## src/rtl/screen_sequencer.sv

```systemverilog
// screen_sequencer: routes one of four full-screen renderers to the VGA pins with frame-synchronous fades
//   vga_clk, reset              pixel clock, async active-high reset
//   DrawX, DrawY, blank         raster position and active-video flag
//   start, lose_evt, win_evt, restart   screen-change event pulses
//   title_rgb, game_rgb, win_rgb, lose_rgb   12-bit {r,g,b} renderer outputs
//   red, green, blue            registered, brightness-scaled pixel
//   screen_sel, game_enable, fading   routed source and sequencing status
module screen_sequencer #(
  parameter int FADE_FRAMES = 2
) (
  input  logic        vga_clk,
  input  logic        reset,
  input  logic [9:0]  DrawX,
  input  logic [9:0]  DrawY,
  input  logic        blank,
  input  logic        start,
  input  logic        lose_evt,
  input  logic        win_evt,
  input  logic        restart,
  input  logic [11:0] title_rgb,
  input  logic [11:0] game_rgb,
  input  logic [11:0] win_rgb,
  input  logic [11:0] lose_rgb,
  output logic [3:0]  red,
  output logic [3:0]  green,
  output logic [3:0]  blue,
  output logic [1:0]  screen_sel,
  output logic        game_enable,
  output logic        fading
);
  typedef enum logic [1:0] {STEADY, FADE_OUT, FADE_IN} state_t;
  localparam int CW = FADE_FRAMES > 1 ? $clog2(FADE_FRAMES) : 1;
  localparam logic [CW-1:0] LAST = CW'(FADE_FRAMES - 1);
  localparam logic [1:0] TITLE = 2'd0, PLAY = 2'd1, WIN = 2'd2, LOSE = 2'd3;
  state_t state, state_n;
  logic [1:0] target, target_n, sel_n;
  logic [4:0] level, level_n;
  logic [CW-1:0] cnt, cnt_n;
  logic frame_tick, step_tick;
  logic [11:0] src;
  assign frame_tick = DrawX == 10'd0 && DrawY == 10'd480;
  assign step_tick = frame_tick && cnt == LAST;
  always_comb begin
    state_n = state;
    sel_n = screen_sel;
    target_n = target;
    level_n = level;
    // the counter wraps on step_tick, so entering FADE_IN from FADE_OUT also starts it at 0
    cnt_n = frame_tick ? (step_tick ? '0 : cnt + 1'b1) : cnt;
    case (state)
      STEADY: begin
        cnt_n = '0;
        if (screen_sel == TITLE && start) begin
          target_n = PLAY;
          state_n = FADE_OUT;
        end else if (screen_sel == PLAY && lose_evt) begin
          target_n = LOSE;
          state_n = FADE_OUT;
        end else if (screen_sel == PLAY && win_evt) begin
          target_n = WIN;
          state_n = FADE_OUT;
        end else if (screen_sel[1] && restart) begin
          target_n = TITLE;
          state_n = FADE_OUT;
        end
      end
      FADE_OUT: begin
        if (step_tick) begin
          if (level == 5'd0) begin
            sel_n = target;
            state_n = FADE_IN;
          end else begin
            level_n = level - 5'd1;
          end
        end
      end
      FADE_IN: begin
        if (step_tick) begin
          level_n = level + 5'd1;
          state_n = level == 5'd15 ? STEADY : FADE_IN;
        end
      end
      default: state_n = STEADY;
    endcase
  end
  always_ff @(posedge vga_clk or posedge reset) begin
    if (reset) begin
      state <= STEADY;
      screen_sel <= TITLE;
      target <= TITLE;
      level <= 5'd16;
      cnt <= '0;
      game_enable <= 1'b0;
      fading <= 1'b0;
    end else begin
      state <= state_n;
      screen_sel <= sel_n;
      target <= target_n;
      level <= level_n;
      cnt <= cnt_n;
      game_enable <= state == STEADY && screen_sel == PLAY;
      fading <= state != STEADY;
    end
  end
  assign src = screen_sel == TITLE ? title_rgb :
               screen_sel == PLAY  ? game_rgb  :
               screen_sel == WIN   ? win_rgb   : lose_rgb;
  // level <= 16 keeps the 9-bit product <= 240, so bits [7:4] are the whole result
  function automatic logic [3:0] scale(input logic [3:0] c, input logic [4:0] l);
    logic [8:0] p;
    p = {5'd0, c} * {4'd0, l};
    return p[7:4];
  endfunction
  always_ff @(posedge vga_clk or posedge reset) begin
    if (reset) begin
      red <= '0;
      green <= '0;
      blue <= '0;
    end else begin
      red <= blank ? scale(src[11:8], level) : '0;
      green <= blank ? scale(src[7:4], level) : '0;
      blue <= blank ? scale(src[3:0], level) : '0;
    end
  end
endmodule

```

## config.mk

```make
export PLATFORM = sky130hd
export DESIGN_NAME = screen_sequencer
export DESIGN_NICKNAME = d
export VERILOG_FILES = /design/src/rtl/screen_sequencer.sv
export SDC_FILE = /design/constraint.sdc
export NUM_CORES = 1
export LEC_CHECK = 0
export ABC_AREA = 1
export CAP_MARGIN = 30
export CORE_MARGIN = 2
export CORE_UTILIZATION = 35
export DETAILED_ROUTE_END_ITERATION = 8
export PLACE_DENSITY = 0.59
export REMOVE_ABC_BUFFERS = 1
export SYNTH_ARGS = -nofsm -noshare
export SYNTH_HDL_FRONTEND = slang
export SYNTH_SLANG_ARGS = --single-unit
```

## constraint.sdc

```tcl
create_clock -name vga_clk -period 6.6 [get_ports vga_clk]
set_input_delay 1.32 -clock vga_clk [delete_from_list [all_inputs] [get_ports vga_clk]]
set_output_delay 1.32 -clock vga_clk [all_outputs]
set_load 0.01 [all_outputs]
```

After elaboration in Yosys (flattened, before gate mapping):

Cells that the tools add are included.

* add/sub/neg operators: 3
* multipliers: 3
* equal/unequal tests: 11
* multiplexer cells: 26
* reductions and logical operators: 19

Operators with widths (number)
* $mux 12: 3
* $mul 4x5->8: 3
* $mux 2: 12
* $mux 5: 3
* $mux 4: 3
* $eq 10x9->1 const B: 1
* $logic_not 10->1: 1
* $pmux 5 s2: 1
* $ne 2x2->1 const B: 4
* $reduce_and 4->1: 2
* $logic_and 1x1->1: 7
* $pmux 2 s3: 1
* $reduce_bool 2->1: 3
* $add 5x1->5 const B: 1
* $eq 5x4->1 const B: 1
* $logic_not 5->1: 1
* $ne 5x5->1 const B: 1
* $sub 5x1->5 const B: 1
* $eq 2x1->1 const B: 2
* $eq 2x2->1 const B: 2
* $logic_not 2->1: 2
* $reduce_bool 4->1: 1
* $mux 1: 3
* $reduce_and 3->1: 1
* other kinds (2): 2

* flip-flop bits (word level): 26
* bits of input ports: 75
* output and inout port bits: 16

Longest topological paths before layout:

* word-level depth: 6
* mapped depth: 21
* depth with buffers taken out: 20

Worst setup path before layout:

Ideal clock, no wire load.

* path type: input-to-reg
* from: input port title_rgb[3]
* to: register blue[3]
* library setup time: 0.119 ns
* data arrival time: 3.812 ns
* path slack: 2.669 ns
* stages: 14
* path through: or2_2 > nand2_2 > nor2_1 > fa_1 > inv_1 > fa_1 > inv_1 > ha_1 > a21oi_1 > nor3_1 > a211oi_1 > nand3_1 > nand2_1 > nor2_1

* longest elaborated chain between the ends: 3

Ends and longest elaborated chain
* start, declared: RTL line 20 `input logic [11:0] title_rgb,`
* $mux 12: RTL line 105 `assign src = screen_sel == TITLE ? title_rgb :`
* $mul 4x5->8: RTL line 111 `p = {5'd0, c} * {4'd0, l};`
* $mux 4: RTL line 122 `blue <= blank ? scale(src[3:0], level) : '0;`
* end signal, assigned: RTL line 122
* end, declared: RTL line 26 `output logic [3:0] blue,`

Every way passes these cells.
A chain may end at the register's enable or synchronous reset.

Worst setup path after layout:

* from: input port title_rgb[6]
* to: register green[3]

* longest elaborated chain between the ends: 3

Ends and longest elaborated chain
* $mux 12: RTL line 105
* $mul 4x5->8: RTL line 111
* $mux 4: RTL line 121 `green <= blank ? scale(src[7:4], level) : '0;`
* end signal, assigned: RTL line 121
* end, declared: RTL line 25 `output logic [3:0] green,`

Every way passes these cells.

==> impl_metrics.json <==
{
  "cts_tree": "built",
  "powerDensity_nw_per_um2": 153,
  "diodes": 0,
  "cp-end-kind": "flop",
  "yosys_warnings": 0,
  "cp-start-kind": "input pin",
  "ios": 91,
  "syn2layout_area_growth_pct": 31.7,
  "cts_resized": 0,
  "worst_slew_pin_slew_ps": 625,
  "crit_arrival_ps": 4610,
  "postCtsHoldBufs": 0,
  "drtIter0Drc": 160,
  "min_period_ps": 4440,
  "die_y_um": 100,
  "drc": 0,
  "first_pass_iters": 4,
  "wl_um": 9040,
  "via_count": 3182,
  "drt-wirelength-per-cell_um": 14.0,
  "core_sq_um": 9110,
  "status": "finished clean",
  "max_clock_freq_ghz": 0.225,
  "yosysUniqueCellTypes": 38,
  "cpPeakStageDelay_ps": 530,
  "reg2reg_depth": 18,
  "r2r_start": "screen_sel[1]",
  "grt_pass1_vias": 3379,
  "track_usage_pct": 19.1,
  "htreeDepth": 1,
  "skew_ps": 4.19,
  "max_slew_margin_pct": 58.3,
  "portBuffers": 90,
  "endpoint": "green[3]",
  "grt_max_degree": 16,
  "nNetsFinal": 658,
  "multi_input_area_sq_um": 2240,
  "finalCritPeriodShare_pct": 67.2,
  "crit_buf_inv": 3,
  "fillCellCount": 947,
  "path_max_fanout": 5,
  "rsz0062_at_grt": "no",
  "cts_made_buffers": 3,
  "final.setup.tns_ps": 0,
  "clkTransAtPathRegs_ps": 90,
  "placed_cell_area_sq_um": 4200,
  "worstHoldPathType": "flop to flop",
  "critical-path-top-delay-family": "adder cells",
  "seqCellArea_sq_um": 652,
  "setup_viol": 0,
  "syn_area_sq_um": 3230,
  "cp-startpoint": "title_rgb[6]",
  "ys_ff_latch": 26,
  "cts_setup_buffers": 0,
  "drv_slew": 0,
  "gp_congestion": 0.869,
  "viasPerCell": 4.92,
  "cap_violations": 0,
  "post-dp-hpwl_um": 7470,
  "antenna_found_initial": 0,
  "synth-seq-area-share_pct": 20.2,
  "critPathRequiredTime_ps": 6770,
  "critPathSlowestCell": "fa_1",
  "ant_nets": 0,
  "r2r-end": "green[3]",
  "finalHoldViolCount": 0,
  "syn-instance-count": 451,
  "finish.instance_area_sq_um": 4250,
  "overflow": 0,
  "clock_sinks": 26,
  "p_leak_nw": 2.06,
  "critical_path_depth": 14,
  "die_w_um": 100,
  "grt_pass1_wl_um": 15300,
  "die-area_sq_um": 10000,
  "peakVddDrop_v": 0.0000837,
  "ctsLongestPathBuffers": 2,
  "clock_latency_ps": 270,
  "drive_gt1_share_pct": 9.14,
  "clock-root-buffer": "clkbuf_8",
  "path_class": "input pin to flop",
  "rows": 35,
  "syn_area_per_cell_sq_um": 7.16,
  "crit_chain": "clkdlybuf4s50_1 > o21ai_0 > nor2_1 > fa_1 > inv_1 > fa_1 > inv_1 > ha_1 > a21oi_1 > nor3_1 > a211oi_1 > nand3_1 > nand2_1 > nor2_1",
  "r2r_setup_slack_ps": 2530,
  "start_util_pct": 35.4
}
==> synth_stat cells (all sizes together) <==
| library cell | count | area, sq um |
|---|---|---|
| clkbuf | 1 | 3.75 |
| a21oi | 23 | 115 |
| o21ai | 26 | 134 |
| nor2 | 70 | 292 |
| a211oi | 3 | 22.5 |
| nand4 | 8 | 50.1 |
| xnor2 | 7 | 61.3 |
| dfstp | 1 | 26.3 |
| inv | 67 | 254 |
| or2 | 12 | 80.1 |
| mux2i | 1 | 10.0 |
| buf | 9 | 82.6 |
| a21o | 1 | 7.51 |
| nor4b | 1 | 8.76 |
| ha | 30 | 375 |
| nor3 | 8 | 40.0 |
| fa | 16 | 320 |
| xor2 | 4 | 35.0 |
| o21bai | 5 | 60.1 |
| nand2 | 95 | 404 |
| nand3 | 38 | 220 |
| dfrtp | 25 | 626 |
==> worst min-delay path by stage <==
stage | startpoint | end | slack [ps] | depth (start not counted)
floorplan | target[1] | screen_sel[1] | 450 | 2
global placement | target[1] | screen_sel[1] | 460 | 2
detailed placement | target[0] | target[0] | 470 | 1
CTS | target[0] | target[0] | 490 | 1
global route | target[1] | screen_sel[1] | 510 | 2
finish | target[1] | screen_sel[1] | 490 | 2
==> kinds of logic (layout without fill, tap and decap cells) <==
logic type	after synthesis	in the layout	share of synthesized area (%)
xor+xnor	11	11	2.98
compound gates	58	58	10.5
fa+ha+maj	46	46	21.6
flops	26	26	20.2
simple gates	232	232	33.9
mux	1	1	0.310
buf+inv	77	162	10.5
==> worst reg2reg max path: stages, from the launching register on <==
cell      delay (ps)
dfrtp_1          620
inv_4            170
nor2_8           270
nor2_2           150
nand2_1           80
nand3_1           80
o21ai_0          240
nor2_1           140
fa_1             530
inv_1             60
fa_1             530
inv_1             40
ha_1             360
a21oi_1          160
nor3_1            60
a211oi_1         260
nand3_1          120
nand2_1           70
nor2_1            40
==> layout make-up <==
cell class	count	share of cell area, %
flip-flops and latches	26	15.3
clock buffers	4	1.29
inverters	67	5.97
well taps	111	3.27
multi-input cells	348	52.6
repair buffers	91	21.5
==> per-layer routing <==
layer,part of all wire [%],routed length [um],track usage (%)
met2,49,4410,34.1
met4,3.1,280,7.48
met5,0,0,0
met1,44,3980,24.0
met3,4.1,367,1.60
==> registers in the layout (all words and copies together) (netlist names) <==
signal and cells:
level 5, blue 4, green 4, red 4
screen_sel 2, state 2, target 2, cnt 1
fading 1, game_enable 1
==> layout by cell type (no fill, tap or decap), types with 2 or more instances in the layout <==
master / n
or2_1: 4
a21oi_1: 23
nor2_2: 2
nand3_2: 6
nand3_1: 32
a211oi_1: 3
nand2_2: 13
ha_1: 30
nor3_1: 8
clkdlybuf4s50_1: 90
o21bai_1: 3
o21bai_4: 2
o21ai_0: 19
fa_1: 16
or2_4: 2
inv_2: 6
o21ai_1: 6
nand2_4: 2
nand4_1: 8
dfrtp_1: 25
or2_2: 6
clkbuf_8: 4
inv_1: 60
nor2_1: 66
xor2_1: 4
nand2_1: 80
xnor2_1: 7
==> power breakdown <==
part	switching, mW	internal (mW)
Clock	0.0520	0.0534
Combinational	0.179	0.172
Sequential	0.00891	0.186
Total	0.240	0.412
==> metrics by stage <==
step / utilization [%] / cells / total power [mW] / worst slack (ps) / hold WS [ps]
finish: 46.7 / 647 / 0.652 / 2160 / 492
global route: 46.7 / 647 / 0.714 / 1890 / 509
CTS: 46.7 / 647 / 0.657 / 2180 / 494
detailed placement: 46.1 / 643 / 0.550 / 1870 / 471
global placement: 45.9 / 642 / 0.541 / 1970 / 456
floorplan: - / 441 / 0.418 / 2670 / 449
(Power assumes the default switching activity.)
